--- config.mk ---
export PLATFORM = sky130hd
export DESIGN_NAME = mem_access_unit
export DESIGN_NICKNAME = d
export VERILOG_FILES = /design/src/rtl/mem_access_unit.sv
export SDC_FILE = /design/constraint.sdc
export NUM_CORES = 1
export LEC_CHECK = 0
export ABC_AREA = 0
export CAP_MARGIN = 40
export CORE_MARGIN = 1
export CORE_UTILIZATION = 53
export CTS_BUF_LIST = sky130_fd_sc_hd__clkbuf_4
export DETAILED_ROUTE_END_ITERATION = 8
export PLACE_DENSITY = 0.95
export REMOVE_ABC_BUFFERS = 1
export SYNTH_ARGS = -nofsm -noshare
export SYNTH_HDL_FRONTEND = slang
export SYNTH_SLANG_ARGS = --single-unit
export TNS_END_PERCENT = 5
--- constraint.sdc ---
create_clock -name clk -period 6.18 [get_ports clk]
set_input_delay 0.618 -clock clk [delete_from_list [all_inputs] [get_ports clk]]
set_output_delay 0.618 -clock clk [all_outputs]
set_load 0.03 [all_outputs]
--- src/rtl/mem_access_unit.sv ---
// mem_access_unit: load/store front-end between the MEM stage and the data RAM.
// Splits misaligned accesses into byte accesses, range-checks, extends loads.
module mem_access_unit #(
  parameter int SIZE     = 10,
  parameter bit SPLIT_EN = 1'b1
) (
  input  logic        clk,
  input  logic        rst,
  input  logic        req_valid,
  output logic        req_ready,
  input  logic        req_we,
  input  logic [2:0]  req_mode,
  input  logic [31:0] req_addr,
  input  logic [31:0] req_wdata,
  output logic        resp_valid,
  output logic [31:0] resp_rdata,
  output logic        resp_err,
  output logic        busy,
  output logic        ram_we,
  output logic [31:0] ram_addr,
  output logic [2:0]  ram_mode,
  output logic [31:0] ram_din,
  input  logic [31:0] ram_dout
);

  typedef enum logic [1:0] {
    IDLE,
    ACCESS,
    RESP
  } state_t;

  localparam logic [32:0] LIMIT =
    (33'd4 << SIZE) - 33'd1;

  state_t      state, state_nx;
  logic        we_q, err_q, split_q;
  logic [2:0]  mode_q;
  logic [31:0] addr_q, wdata_q, data_q;
  logic [1:0]  cnt_q, cnt_last;

  logic [2:0]  nbytes;
  logic        illegal, misal, oor, bad;
  logic [32:0] end_addr;
  logic        hs, in_acc, in_split;
  logic [4:0]  bsel;
  logic [31:0] ext;

  assign hs = req_valid && (state == IDLE);

  always_comb begin
    nbytes  = 3'd1;
    illegal = 1'b0;
    case (req_mode)
      3'd0, 3'd4: nbytes = 3'd1;
      3'd1, 3'd5: nbytes = 3'd2;
      3'd2:       nbytes = 3'd4;
      default:    illegal = 1'b1;
    endcase
  end

  assign misal =
    (nbytes == 3'd2 && req_addr[0]) ||
    (nbytes == 3'd4 && req_addr[1:0] != 2'b00);

  // 33-bit sum so a request ending past 2^32 still flags
  assign end_addr = {1'b0, req_addr}
                  + {30'd0, nbytes} - 33'd1;
  assign oor = end_addr > LIMIT;
  assign bad = illegal || oor
            || (misal && !SPLIT_EN);

  assign cnt_last =
    !split_q           ? 2'd0 :
    (mode_q == 3'd2)   ? 2'd3 : 2'd1;

  assign bsel = {cnt_q, 3'b000};

  always_ff @(posedge clk or posedge rst) begin
    if (rst) begin
      state   <= IDLE;
      we_q    <= 1'b0;
      err_q   <= 1'b0;
      split_q <= 1'b0;
      mode_q  <= 3'd0;
      addr_q  <= 32'd0;
      wdata_q <= 32'd0;
      data_q  <= 32'd0;
      cnt_q   <= 2'd0;
    end else begin
      state <= state_nx;
      if (hs) begin
        we_q    <= req_we;
        mode_q  <= req_mode;
        addr_q  <= req_addr;
        wdata_q <= req_wdata;
        err_q   <= bad;
        split_q <= misal && SPLIT_EN;
        cnt_q   <= 2'd0;
        data_q  <= 32'd0;
      end else if (in_acc) begin
        cnt_q <= cnt_q + 2'd1;
        if (split_q)
          data_q[bsel +: 8] <= ram_dout[7:0];
        else
          data_q <= ram_dout;
      end
    end
  end

  always_comb begin
    state_nx = state;
    unique case (state)
      IDLE:
        if (req_valid)
          state_nx = bad ? RESP : ACCESS;
      ACCESS:
        if (cnt_q == cnt_last)
          state_nx = RESP;
      RESP:    state_nx = IDLE;
      default: state_nx = IDLE;
    endcase
  end

  always_comb begin
    ext = data_q;
    unique case (1'b1)
      mode_q == 3'd0:
        ext = {{24{data_q[7]}}, data_q[7:0]};
      mode_q == 3'd1:
        ext = {{16{data_q[15]}}, data_q[15:0]};
      mode_q == 3'd4:
        ext = {24'd0, data_q[7:0]};
      mode_q == 3'd5:
        ext = {16'd0, data_q[15:0]};
      default: ext = data_q;
    endcase
  end

  assign in_acc   = (state == ACCESS);
  assign in_split = in_acc && split_q;

  assign ram_we   = in_acc && we_q;
  assign ram_addr = in_split
                  ? addr_q + {30'd0, cnt_q}
                  : addr_q;
  assign ram_mode = in_split ? 3'd4 : mode_q;
  assign ram_din  = in_split
                  ? {24'd0, wdata_q[bsel +: 8]}
                  : wdata_q;

  assign req_ready  = (state == IDLE);
  assign busy       = (state != IDLE);
  assign resp_valid = (state == RESP);
  assign resp_err   = resp_valid && err_q;
  assign resp_rdata =
    (resp_valid && !err_q && !we_q)
    ? ext : 32'd0;

endmodule

==> metrics.md <==
| Metric | Value |
|---|---|
| Synth unique cells | `72` |
| Met2 demand-to-capacity share in global routing | `53.7%` |
| Buffer type at the clock tree root | `clkbuf_4` |
| Met1 global-route usage | `37.1%` |
| Main synth FF type | `dfrtp_1` |
| Half-perimeter wire length of the detailed placement result | `17400 um` |
| Fraction of final layout cells sized beyond drive strength 1 | `4.42%` |
| Result of the run | `complete, no violations` |
| Average footprint of a synthesized cell | `7.84 um2` |
| Slack of the worst reg-to-reg path | `3.61 ns` |
| # IOs | `207` |
| Met3 GRT Util | `5.57%` |
| Max clock buf depth | `2` |
| Largest net degree at the start of global routing | `86` |
| Vias in the first global route | `7398` |
| Setup TNS Final | `0 ns` |
| Cell total after placement | `1319` |
| Sequential fraction of design power | `42.1%` |
| Number of nets in the final layout | `1295` |
| Max-slew violations | `0` |
| Critical setup path kind | `reg -> out` |
| Clock period minus final worst setup slack | `5.17 ns` |
| Area of the mapped netlist | `7600 um2` |
| Layer carrying the most global-route usage | `met2` |
| Overflow after GRT | `0` |
| Via/cell ratio | `5.85` |
| Sequential fraction of the synthesis area | `34.9%` |
| First-pass GRT wire length | `35800 um` |
| TritonCTS clock tree | `done` |
| Actual slew at the worst max-slew pin | `0.891 ns` |
| Most common cell after layout, fill and taps aside | `nand2_1` |
| Final period utilization | `83.7%` |
| Area of the die | `14800 um2` |
| Sw Share | `38.6%` |
| Clock sink count | `106` |
| Highest-count cells in the layout ignoring fill and taps | `nand2_1, clkdlybuf4s50_1, dfrtp_1, o21ai_0, inv_1` |
| Count of placed standard cells in the final layout, fillers left out | `1336` |
| Internal power component | `1200 uW` |
| Number of flip-flops and latches in the synthesized netlist | `106` |
| Clock buffer count from CTS | `9` |
| P_leak | `0.00430 uW` |
| Remaining routing DRC violations | `0` |
| Starting density of the core | `54.5%` |
| Worst voltage drop across the vdd grid | `0.000115 V` |
| Antenna violations before repair | `1` |
| Initial drt markers | `633` |
| Width of the chip | `122 um` |
| Max_slew headroom | `40.2%` |
| Post-CTS resize count | `0` |
| Count of final hold-check violations | `0` |
| Number of input and output port buffers inserted | `206` |
| Skew final | `0.0182 ns` |
| Number of instances in the synthesized netlist | `969` |
| Critical-path maximum fanout | `15` |
| Number of enable flip-flop cells after synthesis | `0` |
| Endpoint of the worst-slack reg-to-reg timing path | `data_q[15]` |
| Sum of routed wire length over all layers | `22700 um` |
| Number of placement rows | `43` |
| Reg clk slew, reported paths | `0.18 ns` |
| PwrDens | `196 nW/um2` |
| Launching point of the worst reg2reg path | `cnt_q[1]` |
| CTS Hold Bufs | `0` |
| Detailed-routing iteration count for the pre-antenna-repair pass | `5` |
| Count of vias placed by the detailed router | `7817` |
| DIE HEIGHT | `122 um` |
| Unrepaired setup endpoints after global routing | `no` |
| Signed area change from the synthesized netlist to the final layout | `31.1%` |
| Finished Core Util | `71.5%` |
| Post-synthesis async set-or-reset flop share | `100%` |
| Critical path data arrival time | `4.55 ns` |
| Number of max-capacitance violations reported | `0` |
| All-Layer GR Usage | `30.8%` |
| Crit path required time | `5.56 ns` |
| CP Capture Type | `primary output` |
| Startpoint type of the worst setup path | `register` |
| Average wire per cell in the routed design | `17.0 um` |
| Placer congestion estimate | `0.995` |
| Placeable core area | `13900 um2` |
| Worst Setup SP | `cnt_q[1]` |
| Worst hold-check path type | `in -> async` |
| FF-to-FF path depth | `6` |
| Relative contribution of combinational cells to total power | `36.9%` |
| Final ANT Viol Nets | `0` |
| Number of endpoints failing setup at the final stage | `0` |
| H-tree Lvls | `3` |
| Clock network power share | `20.9%` |
| Skew-Pair Late Insertion Delay | `0.53 ns` |
| Highest clock frequency the design can meet | `193 MHz` |
| Net load switching power | `752 uW` |
| Post-CTS setup buffers | `0` |
| Synthesis Warnings | `0` |
[worst max-delay path, cell delays in order, from the launching register on]
cell	delay (ns)
dfrtp_1	0.88
inv_1	0.31
fa_1	0.50
nor4b_1	0.46
and4_1	0.33
and4_1	0.34
nand3_1	0.15
nor2_1	0.16
nand2_1	0.08
xnor2_1	0.14
clkdlybuf4s50_1	0.69
[state kept, by name, indices dropped and copies added (netlist names)]
signal	cells
err_q	1
wdata_q	32
we_q	1
split_q	1
data_q	32
cnt_q	2
addr_q	32
state	2
mode_q	3
[cells in the mapped netlist, types with 3 or more instances]
cell	instances	share of area, %
nand3_1	18	1.2
ha_1	40	6.6
a221oi_1	3	0.35
o21a_1	6	0.59
nand4_1	10	0.82
a31oi_1	7	0.58
a22oi_1	24	2.4
nand2b_1	6	0.49
mux2i_1	11	1.4
clkbuf_1	38	1.9
a211oi_1	5	0.49
nor3_1	11	0.72
o21ai_0	99	6.5
inv_1	62	3.1
and3_1	9	0.74
dfrtp_1	106	35
o211ai_1	8	0.79
a21o_1	4	0.40
a21oi_2	5	0.58
nand2_1	224	11
xor2_1	15	1.7
nor3b_1	3	0.30
nor4_1	5	0.41
nor2_1	46	2.3
and2_1	41	3.4
a22o_1	8	0.92
o21ai_1	7	0.46
xnor2_1	27	3.1
or3_1	5	0.41
and4_1	7	0.81
a21oi_1	56	3.7
nand2_2	3	0.25
[logic make-up after synthesis]
family                   Yosys count  share of synthesized area (%)
AND/OR/NAND/NOR                  401                           24.4
AO/OA/AOI/OAI                    256                           21.1
buffers and inverters            108                           5.68
flip-flops                       106                           34.9
XOR/XNOR                          42                           4.84
adder cells (fa/ha/maj)           42                           7.11
multiplexers                      14                           1.94
[metal layers]
layer  vias up  part of all wire (%)
met5         -                     0
met4         0                   4.0
met3        74                   6.0
met2       343                    50
met1      3698                    40
li1       3702                     -
[metrics by stage]
| stage | hold slack, ns | setup slack (ns) | power (uW) | instance area, um2 |
|---|---|---|---|---|
| after floorplan | 0.444 | 2.18 | 1250 | 7400 |
| after global placement | 0.458 | 1.51 | 1530 | 9730 |
| after detailed placement | 0.463 | 1.42 | 1550 | 9800 |
| after CTS | 0.404 | 0.984 | 1950 | 9960 |
| after global routing | 0.422 | 0.671 | 2040 | 9960 |
| final | 0.416 | 1.01 | 1950 | 9960 |
[cell type report]
cell class	count	area, um2
repair buffers	215	2170
fillers	1046	3970
well taps	180	225
diodes	1	2.50
clock buffers	9	67.6
multi-input cells	755	4520
clock inverters	7	92.6
inverters	63	239
flip-flops and latches	106	2650
[power by group through the flow]
stage / Sequential (uW) / Clock, uW / Combinational, uW
2_1_floorplan: 812 / 0 / 434
5_1_grt: 832 / 437 / 776
6_report: 822 / 408 / 721
4_1_cts: 820 / 412 / 718
3_3_place_gp: 830 / 0 / 696
3_5_place_dp: 833 / 0 / 715
[worst max-delay path by stage]
stage | endpoint | slack, ns
final | ram_addr[30] | 1.01
after global routing | ram_addr[29] | 0.67
after CTS | ram_addr[30] | 0.98
after detailed placement | err_q | 1.42
after global placement | err_q | 1.51
after floorplan | err_q | 2.18
No activity file was read; power rests on OpenSTA's default activity.
